==> src/rtl/equilibrio_juiz.sv <==
// equilibrio_juiz - round judge for the balance game.
//
// On each new-round request it draws a pseudo-random target position and a
// tolerance window that depends on the level. While the round is live it
// watches the sampled platform position. When the round ends it sends a
// one-cycle ponto_evento pulse back to the game control unit, with acerto
// set for a hit (position held in the window) or clear for a miss (timeout).
//
// Ports:
//   clock              single clock, all state on the rising edge
//   reset              synchronous, active-high
//   gerar_nova_jogada  one-cycle pulse: start a new round (valid in any state)
//   conta_nivel        high while the control unit is in its play state
//   reset_nivel        level-high clear of pontos
//   nivel              difficulty 0..3, sampled with gerar_nova_jogada
//   pos_valid          one-cycle strobe qualifying pos
//   pos                platform position, unsigned
//   ponto_evento       one-cycle round-end pulse (decoded from DONE)
//   acerto             result of the last round, 1 = hit
//   alvo               current target position
//   pontos             saturating hit count
//   db_estado          debug state: IDLE=00 ARMED=01 TRACK=10 DONE=11
module equilibrio_juiz #(
    parameter int         HOLD_SAMPLES   = 16,
    parameter int         TIMEOUT_CYCLES = 50_000_000,
    parameter int         SCORE_WIDTH    = 8,
    parameter logic [7:0] LFSR_SEED      = 8'hA5
) (
    input  logic                   clock,
    input  logic                   reset,
    input  logic                   gerar_nova_jogada,
    input  logic                   conta_nivel,
    input  logic                   reset_nivel,
    input  logic [1:0]             nivel,
    input  logic                   pos_valid,
    input  logic [7:0]             pos,
    output logic                   ponto_evento,
    output logic                   acerto,
    output logic [7:0]             alvo,
    output logic [SCORE_WIDTH-1:0] pontos,
    output logic [1:0]             db_estado
);

    localparam int TIMER_W = $clog2(TIMEOUT_CYCLES);
    localparam int HOLD_W  = $clog2(HOLD_SAMPLES + 1);

    localparam logic [TIMER_W-1:0] TIMER_LAST = TIMER_W'(TIMEOUT_CYCLES - 1);
    localparam logic [HOLD_W-1:0]  HOLD_LAST  = HOLD_W'(HOLD_SAMPLES - 1);

    typedef enum logic [1:0] {
        IDLE  = 2'b00,
        ARMED = 2'b01,
        TRACK = 2'b10,
        DONE  = 2'b11
    } estado_t;

    estado_t            estado;
    logic [7:0]         lfsr;
    logic [4:0]         tol;
    logic [HOLD_W-1:0]  hold_cnt;
    logic [TIMER_W-1:0] timer;
    logic               in_janela;
    logic               hit;

    // Fibonacci LFSR, polynomial x^8+x^6+x^5+x^4+1.
    function automatic logic [7:0] lfsr_step(input logic [7:0] v);
        return {v[6:0], v[7] ^ v[5] ^ v[4] ^ v[3]};
    endfunction

    // The window halves with each level: 16, 8, 4, 2.
    function automatic logic [4:0] tol_for(input logic [1:0] n);
        return 5'd16 >> n;
    endfunction

    // |p - a| <= t. The difference is taken as 9-bit signed so that the full
    // unsigned 8-bit range cannot wrap.
    function automatic logic window_hit(input logic [7:0] p,
                                        input logic [7:0] a,
                                        input logic [4:0] t);
        logic signed [8:0] d;
        logic [8:0]        mag;
        d   = $signed({1'b0, p}) - $signed({1'b0, a});
        mag = d[8] ? $unsigned(-d) : $unsigned(d);
        return mag <= {4'b0000, t};
    endfunction

    function automatic logic [SCORE_WIDTH-1:0] sat_inc(input logic [SCORE_WIDTH-1:0] v);
        return (&v) ? v : v + SCORE_WIDTH'(1);
    endfunction

    always_comb begin
        in_janela = window_hit(pos, alvo, tol);
        hit       = (estado == TRACK) && pos_valid && in_janela && (hold_cnt == HOLD_LAST);
    end

    always_ff @(posedge clock) begin
        if (reset) begin
            estado   <= IDLE;
            lfsr     <= LFSR_SEED;
            alvo     <= 8'h80;
            tol      <= 5'd16;
            hold_cnt <= '0;
            timer    <= '0;
            acerto   <= 1'b0;
            pontos   <= '0;
        end else begin
            lfsr <= lfsr_step(lfsr);

            // A round load overrides whatever the current state is doing,
            // including aborting a live round without an event.
            if (gerar_nova_jogada) begin
                alvo     <= {1'b0, lfsr[6:0]} + 8'd64;
                tol      <= tol_for(nivel);
                hold_cnt <= '0;
                timer    <= '0;
                estado   <= ARMED;
            end else begin
                case (estado)
                    IDLE: ;
                    ARMED: begin
                        if (conta_nivel) estado <= TRACK;
                    end
                    TRACK: begin
                        timer <= timer + 1'b1;
                        if (pos_valid) hold_cnt <= in_janela ? hold_cnt + 1'b1 : '0;
                        // Priority: hit, then timeout, then leaving play state.
                        if (hit) begin
                            acerto <= 1'b1;
                            pontos <= sat_inc(pontos);
                            estado <= DONE;
                        end else if (timer == TIMER_LAST) begin
                            acerto <= 1'b0;
                            estado <= DONE;
                        end else if (!conta_nivel) begin
                            estado <= IDLE;
                        end
                    end
                    DONE: estado <= IDLE;
                    default: estado <= IDLE;
                endcase
            end

            // Placed last so a clear beats a simultaneous hit increment.
            if (reset_nivel) pontos <= '0;
        end
    end

    assign ponto_evento = (estado == DONE);
    assign db_estado    = estado;

endmodule

==> config.mk <==
export PLATFORM = sky130hd
export DESIGN_NAME = equilibrio_juiz
export DESIGN_NICKNAME = d
export VERILOG_FILES = /design/src/rtl/equilibrio_juiz.sv
export SDC_FILE = /design/constraint.sdc
export NUM_CORES = 1
export LEC_CHECK = 0
export CORE_MARGIN = 2
export CORE_UTILIZATION = 45
export DETAILED_ROUTE_END_ITERATION = 16
export GPL_TIMING_DRIVEN = 0
export PLACE_DENSITY_LB_ADDON = 0.08
export RECOVER_POWER = 50
export SLEW_MARGIN = 10
export SYNTH_ARGS = -nofsm -noshare
export SYNTH_HDL_FRONTEND = slang
export SYNTH_SLANG_ARGS = --single-unit
==> constraint.sdc <==
create_clock -name clock -period 8 [get_ports clock]
set_input_delay 2 -clock clock [delete_from_list [all_inputs] [get_ports clock]]
set_output_delay 2 -clock clock [all_outputs]
set_load 0.05 [all_outputs]
# Word-level counts from Yosys, hierarchy flattened
# Index checks and enable logic that the tools add are counted.
[word_totals]
register_bits = 63
input_bits = 16
out_inout_bits = 20
elab_cells = 55
[classes]
addsub = 6
magnitude_cmp = 1
n_eq_ne = 9
shifts = 1
n_mux = 10
bitwise_logic = 5
reduce_logical = 14
[op_table]
columns = ["operator", "count"]
rows = [
  ["adder 26 x 1 -> 26 bit, second input constant", 1],
  ["equality test 26 bit, second input constant", 1],
  ["less-or-equal comparator 9 x 5 -> 1 bit", 1],
  ["two-way mux 9 bit", 1],
  ["negation 9 bit", 1],
  ["AND reduction 3 bit", 3],
  ["subtractor 8 x 8 -> 9 bit", 1],
  ["adder 7 x 7 -> 8 bit, second input constant", 1],
  ["adder 8 x 1 -> 8 bit, second input constant", 1],
  ["two-way mux 2 bit", 4],
  ["AND reduction 8 bit", 1],
  ["case mux 2 bit (3 select lines)", 1],
  ["adder 5 x 1 -> 5 bit, second input constant", 1],
  ["equality test 5 x 4 -> 1 bit, second input constant", 1],
  ["two-way mux 5 bit", 1],
  ["inequality test 5 x 4 -> 1 bit, second input constant", 1],
  ["right shift 5 x 2 -> 5 bit, first input constant", 1],
  ["equality test 2 bit, second input constant", 2],
  ["inequality test 4 x 3 -> 1 bit, second input constant", 1],
  ["AND reduction 4 bit", 1],
  ["nonzero test 4 bit", 1],
  ["OR reduction 2 bit", 2],
  ["logical AND 1 bit", 3],
  ["two-way mux 1 bit", 3],
  ["8 further kinds", 11],
]

# Depth between registers and ports, before layout
[logic_depth]
ltp_word = 9
mapped_depth = 20
mapped_depth_nobuf = 19

# Worst setup path before layout
# OpenSTA, ideal clock, no wires.
[synth_timing]
kind = "input-to-reg"
start = "input port pos[0]"
end = "register pontos[1]"
setup_time_ps = 116
arrival_time_ps = 5450
t_required_ps = 7884
path_slack_ps = 2434
cell_stages = 19
n_path_buf = 1
cell_sequence = "inv_1 ha_1 inv_1 fa_1 a21o_1 a41oi_1 nor2b_1 o21ai_0 nand2b_1 mux2_2 ha_1 o21a_1 o21ai_0 a21oi_1 a211o_1 a2111oi_4 buf_6 a21oi_1 a41o_1"
[synth_between]
elab_chain_cells = 7
[synth_rtl]
columns = ["element", "line", "source"]
rows = [
  ["start: declaration", "36", "input logic [7:0] pos,"],
  ["subtractor 8 x 8 -> 9 bit (*)", "82", "d = $signed({1'b0, p}) - $signed({1'b0, a});"],
  ["negation 9 bit", "83", "mag = d[8] ? $unsigned(-d) : $unsigned(d);"],
  ["two-way mux 9 bit (*)", "83", ""],
  ["less-or-equal comparator 9 x 5 -> 1 bit (*)", "84", "return mag <= {4'b0000, t};"],
  ["logical AND 1 bit (*) (2 in a row)", "93", "hit = (estado == TRACK) && pos_valid && in_janela && (hold_cnt == HOLD_LAST);"],
  ["AND reduction 4 bit (no line) (*)", "-", ""],
  ["end signal: assignment", "129", "pontos <= sat_inc(pontos);"],
  ["end: declaration", "40", "output logic [SCORE_WIDTH-1:0] pontos,"],
]
# Mark *: on every way between the ends. The rest lies on a longest branch, timed or not.
# A chain may end at the register's enable or synchronous reset.

# Worst setup path in the final report
# Ends and elaborated chain as after synthesis.

==> tab_implementation.tex <==
\begin{tabular}{lr}
\hline
Metric & Value \\
\hline
\multicolumn{2}{l}{\textbf{Outcome}} \\
Status & finished, final reports clean \\
\multicolumn{2}{l}{\textbf{Routing}} \\
Iteration count of the initial detailed-routing pass & 4 \\
Routed WL per cell & 13.1 µm \\
Via count & around 2900 \\
Iter 0 DRT Violations & 142 \\
Via density per instance & 5.26 \\
Drc violations & 0 \\
Antenna-violating nets left & 0 \\
Sum of routed wire length over all layers & 7190 µm \\
\multicolumn{2}{l}{\textbf{Worst hold path}} \\
Sink of the worst hold path & lfsr[2]\$\_SDFF\_PP1\_ \\
Min-Delay Startpoint & lfsr[1]\$\_SDFF\_PP0\_ \\
Hold depth & 1 \\
Class of the worst hold path & reg2reg \\
\multicolumn{2}{l}{\textbf{Timing}} \\
Period utilization & 75.5\% \\
Worst-case setup margin in the final layout & 1960 ps \\
Worst-case headroom to the max-slew limit & roughly 57\% \\
Hold\_ws & 434 ps \\
RSZ-0062 raised after global routing & false \\
Pins over their slew limit & 0 \\
Highest achievable clock rate & 166 MHz \\
Slew at the pin closest to its max-slew limit & 650 ps \\
Final setup vio count & 0 \\
Post-layout minimum cycle time & 6040 ps \\
Setup total negative slack & 0 ps \\
Maximum clock skew at final layout & 11.1 ps \\
Final Hold Viols & 0 \\
\multicolumn{2}{l}{\textbf{Logic synthesis}} \\
Number of library cell types mapped by synthesis & 53 \\
Number of warnings reported in the yosys synthesis log & 0 \\
Top FF cell, synth & sky130\_fd\_sc\_hd\_\_dfxtp\_1 \\
Most instantiated library cell after synthesis & sky130\_fd\_sc\_hd\_\_dfxtp\_1 \\
Top post-synthesis cells by area & sky130\_fd\_sc\_hd\_\_dfxtp\_1 (37\%), sky130\_fd\_sc\_hd\_\_ha\_1 (7.8\%), sky130\_fd\_sc\_hd\_\_nor2\_1 (5.8\%) \\
Cell type with the largest total area after synthesis & sky130\_fd\_sc\_hd\_\_dfxtp\_1 \\
Part of the Yosys area used for sequential elements & between 30\% and 40\% \\
Fraction of synthesized cell area taken by the top area cell type & 36.7\% \\
Avg Synthesized Cell Area & 8.42 µm² \\
Post-Synthesis Net Count & between 400 and 500 \\
Area of the mapped netlist & 3380 µm² \\
Fraction of registers with async set or reset after synthesis & 0\% \\
Number of standard cells after synthesis & 401 \\
Most used standard cells in the synthesized netlist & sky130\_fd\_sc\_hd\_\_dfxtp\_1 (62), sky130\_fd\_sc\_hd\_\_nor2\_1 (52), sky130\_fd\_sc\_hd\_\_nand2\_1 (28) \\
Flip-flop and latch count after synthesis & 62 \\
Number of enable-type register cells in the synthesized netlist & 0 \\
\multicolumn{2}{l}{\textbf{Final layout}} \\
Post-route insts no fill & 550 \\
Area growth syn-to-layout & 20.6\% \\
Net count reported at finish & 485 \\
Final instance area & 4080 µm² \\
Share of final-layout standard cells stronger than drive strength 1 & 5.54\% \\
Diodes inserted & 0 \\
\multicolumn{2}{l}{\textbf{Global route}} \\
Total global routing track utilization & $\sim$18\% \\
Wire length of the first global-routing pass & 12100 µm \\
Number of global-route vias before repair & 2602 \\
Largest net degree at the start of global routing & 11 \\
Number of antenna violations at the first check in global routing & 0 \\
Gr ovfl total & 0 \\
\multicolumn{2}{l}{\textbf{Floorplanning}} \\
Placeable Area & 7250 µm² \\
Initial Utilization & 46.6\% \\
Standard-cell rows & 31 \\
\# IOs & 36 \\
Die area & 8220 µm² \\
Vertical die dimension & 90.6 µm \\
Die extent in x & 90.6 µm \\
\multicolumn{2}{l}{\textbf{Worst setup path}} \\
Buffering stage count on the worst path with inverters included & 4 \\
Worst Setup Path Type & in2reg \\
Element type at the critical path end & flop \\
Largest incremental delay on the critical path & 560 ps \\
Launch instance of the worst register-to-register path & alvo[0]\$\_SDFFE\_PP0P\_ \\
RR Endpoint & pontos[1]\$\_SDFFE\_PP0P\_ \\
Reg2reg path depth & 18 \\
Critical path, cell by cell & clkdlybuf4s50\_1, inv\_1, ha\_1, inv\_1, fa\_1, a21o\_1, a41oi\_1, nor2b\_1, o21ai\_0, nand2b\_1, mux2\_2, ha\_1, o21a\_1, o21ai\_0, a21oi\_1, a211o\_1, a2111oi\_4, buf\_6, a21oi\_1, a41o\_1 \\
Highest net fanout along the worst path & 10 \\
Data arrival, critical path & 6260 ps \\
Setup slack, reg-to-reg & 3680 ps \\
Cell type of the slowest stage on the worst timing path & sky130\_fd\_sc\_hd\_\_a2111oi\_4 \\
Crit path launch type & input port \\
Required time at the endpoint of the critical path & $\sim$8200 ps \\
Delay-heaviest family, CP & compound AO/OA/AOI/OAI gates \\
\multicolumn{2}{l}{\textbf{CTS}} \\
Post-cts sizing count & 0 \\
Clock edge transition at the registers on the reported setup and hold paths & approximately 70 ps \\
Clock network latency to the later pin of the worst-skew pair & roughly 330 ps \\
CTS H-Tree Depth & 3 \\
Post-CTS repair timing setup buffer count & 0 \\
Sink count of the clock tree & between 60 and 70 \\
TritonCTS clock tree & built \\
Max Root-Sink Buffers & 2 \\
Buffer type at the clock tree root & sky130\_fd\_sc\_hd\_\_clkbuf\_8 \\
Number of buffers created by CTS & 9 \\
Hold bufs inserted after CTS & 0 \\
\multicolumn{2}{l}{\textbf{Power and ir drop}} \\
IR drop worst, VDD & 119 µV \\
LEAKAGE & around 1.5 nW \\
Power per standard cell area & $\sim$190 nW/µm² \\
\multicolumn{2}{l}{\textbf{Flow run}} \\
Max-cap violations & 0 \\
\multicolumn{2}{l}{\textbf{Placement}} \\
Number of port buffers & 35 \\
Dpl hpwl & 5450 µm \\
Post-placement setup slack & approximately 1600 ps \\
Number of cells after detailed placement & 535 \\
Placed instance area & 3850 µm² \\
Gpl congestion & 0.930 \\
\hline
\end{tabular}
[routing by layer]
layer  GRT usage (%)  wire length, µm  up-vias  part of all wire (%)
li1                -                -     1502                     -
met4            7.44               96        0                   1.3
met2            26.8             3130       42                    44
met1            25.2             3700     1341                    52
met5               0                0        -                     0
met3            4.09              255        8                   3.5
[cells by family after synthesis]
kind of cell	share of synthesized area, %
flip-flops	36.7
XOR/XNOR	8.04
adder cells (fa/ha/maj)	8.37
AO/OA/AOI/OAI	13.6
AND/OR/NAND/NOR	25.3
multiplexers	3.59
buffers and inverters	4.33
[how the worst max path moves through the flow]
stage | from | end | slack (ps) | depth (start not counted)
3_3_place_gp | pos[0] | pontos[1]$_SDFFE_PP0P_ | 1620 | 20
4_1_cts | pos[0] | pontos[1]$_SDFFE_PP0P_ | 1940 | 20
3_5_place_dp | pos[0] | pontos[1]$_SDFFE_PP0P_ | 1610 | 20
5_1_grt | pos[0] | pontos[1]$_SDFFE_PP0P_ | 1630 | 20
2_1_floorplan | pos[0] | pontos[1]$_SDFFE_PP0P_ | 2430 | 19
6_report | pos[0] | pontos[1]$_SDFFE_PP0P_ | 1960 | 20
[where the power goes]
group | leakage, nW | total [W] | internal (W) | switching [W]
Combinational | 0.891 | 0.000136 | 0.0000601 | 0.0000756
Sequential | 0.504 | 0.000324 | 0.000317 | 0.00000656
Clock | 0.109 | 0.000308 | 0.000191 | 0.000117
Total | 1.50 | 0.000768 | 0.000568 | 0.000200
[metrics by stage]
stage	utilization, %	power [W]
after CTS	56.2	0.000776
final	56.2	0.000768
after global routing	56.2	0.000807
after floorplan	-	0.000429
after detailed placement	53.1	0.000467
after global placement	53.1	0.000464
[final cells by class]
| class | instances | area (µm²) |
|---|---|---|
| timing repair buffer | 35 | 350 |
| sequential | 62 | 1240 |
| buffer | 11 | 48.8 |
| clock inverter | 3 | 67.6 |
| inverter | 26 | 97.6 |
| fill | 702 | 3180 |
| tap | 99 | 124 |
| multi-input combinational | 302 | 1990 |
| clock buffer | 12 | 155 |
[placed cells by master, fill, tap and decap left out, drive strengths merged, types with 2 or more instances in the layout]
cell type / netlist / routed
nor4: 2 / 2
a31oi: 3 / 3
and3: 7 / 7
nand3: 17 / 17
clkdlybuf4s50: 0 / 29
nor2: 52 / 52
nand2b: 9 / 9
dfxtp: 62 / 62
dlygate4sd3: 0 / 6
xnor2: 10 / 10
nor2b: 10 / 10
inv: 26 / 26
a21o: 5 / 5
mux2i: 11 / 11
or2: 6 / 6
clkbuf: 8 / 20
a211oi: 2 / 2
a21oi: 25 / 25
or4: 2 / 2
and4: 2 / 2
ha: 21 / 21
xor2: 21 / 21
o31ai: 2 / 2
bufinv: 0 / 2
o21ai: 12 / 12
nand2: 28 / 28
nor4b: 2 / 2
o21a: 2 / 2
a22oi: 2 / 2
nor3: 4 / 4
buf: 3 / 3
or3: 6 / 6
nand3b: 2 / 2
a31o: 4 / 4
nand4: 15 / 15
[registers in the layout, summed over array words and instances, names as in the netlist]
name       count
db_estado      2
lfsr           8
timer         26
acerto         1
tol            4
pontos         8
alvo           8
hold_cnt       5
No activity file was read; power rests on OpenSTA's default activity.
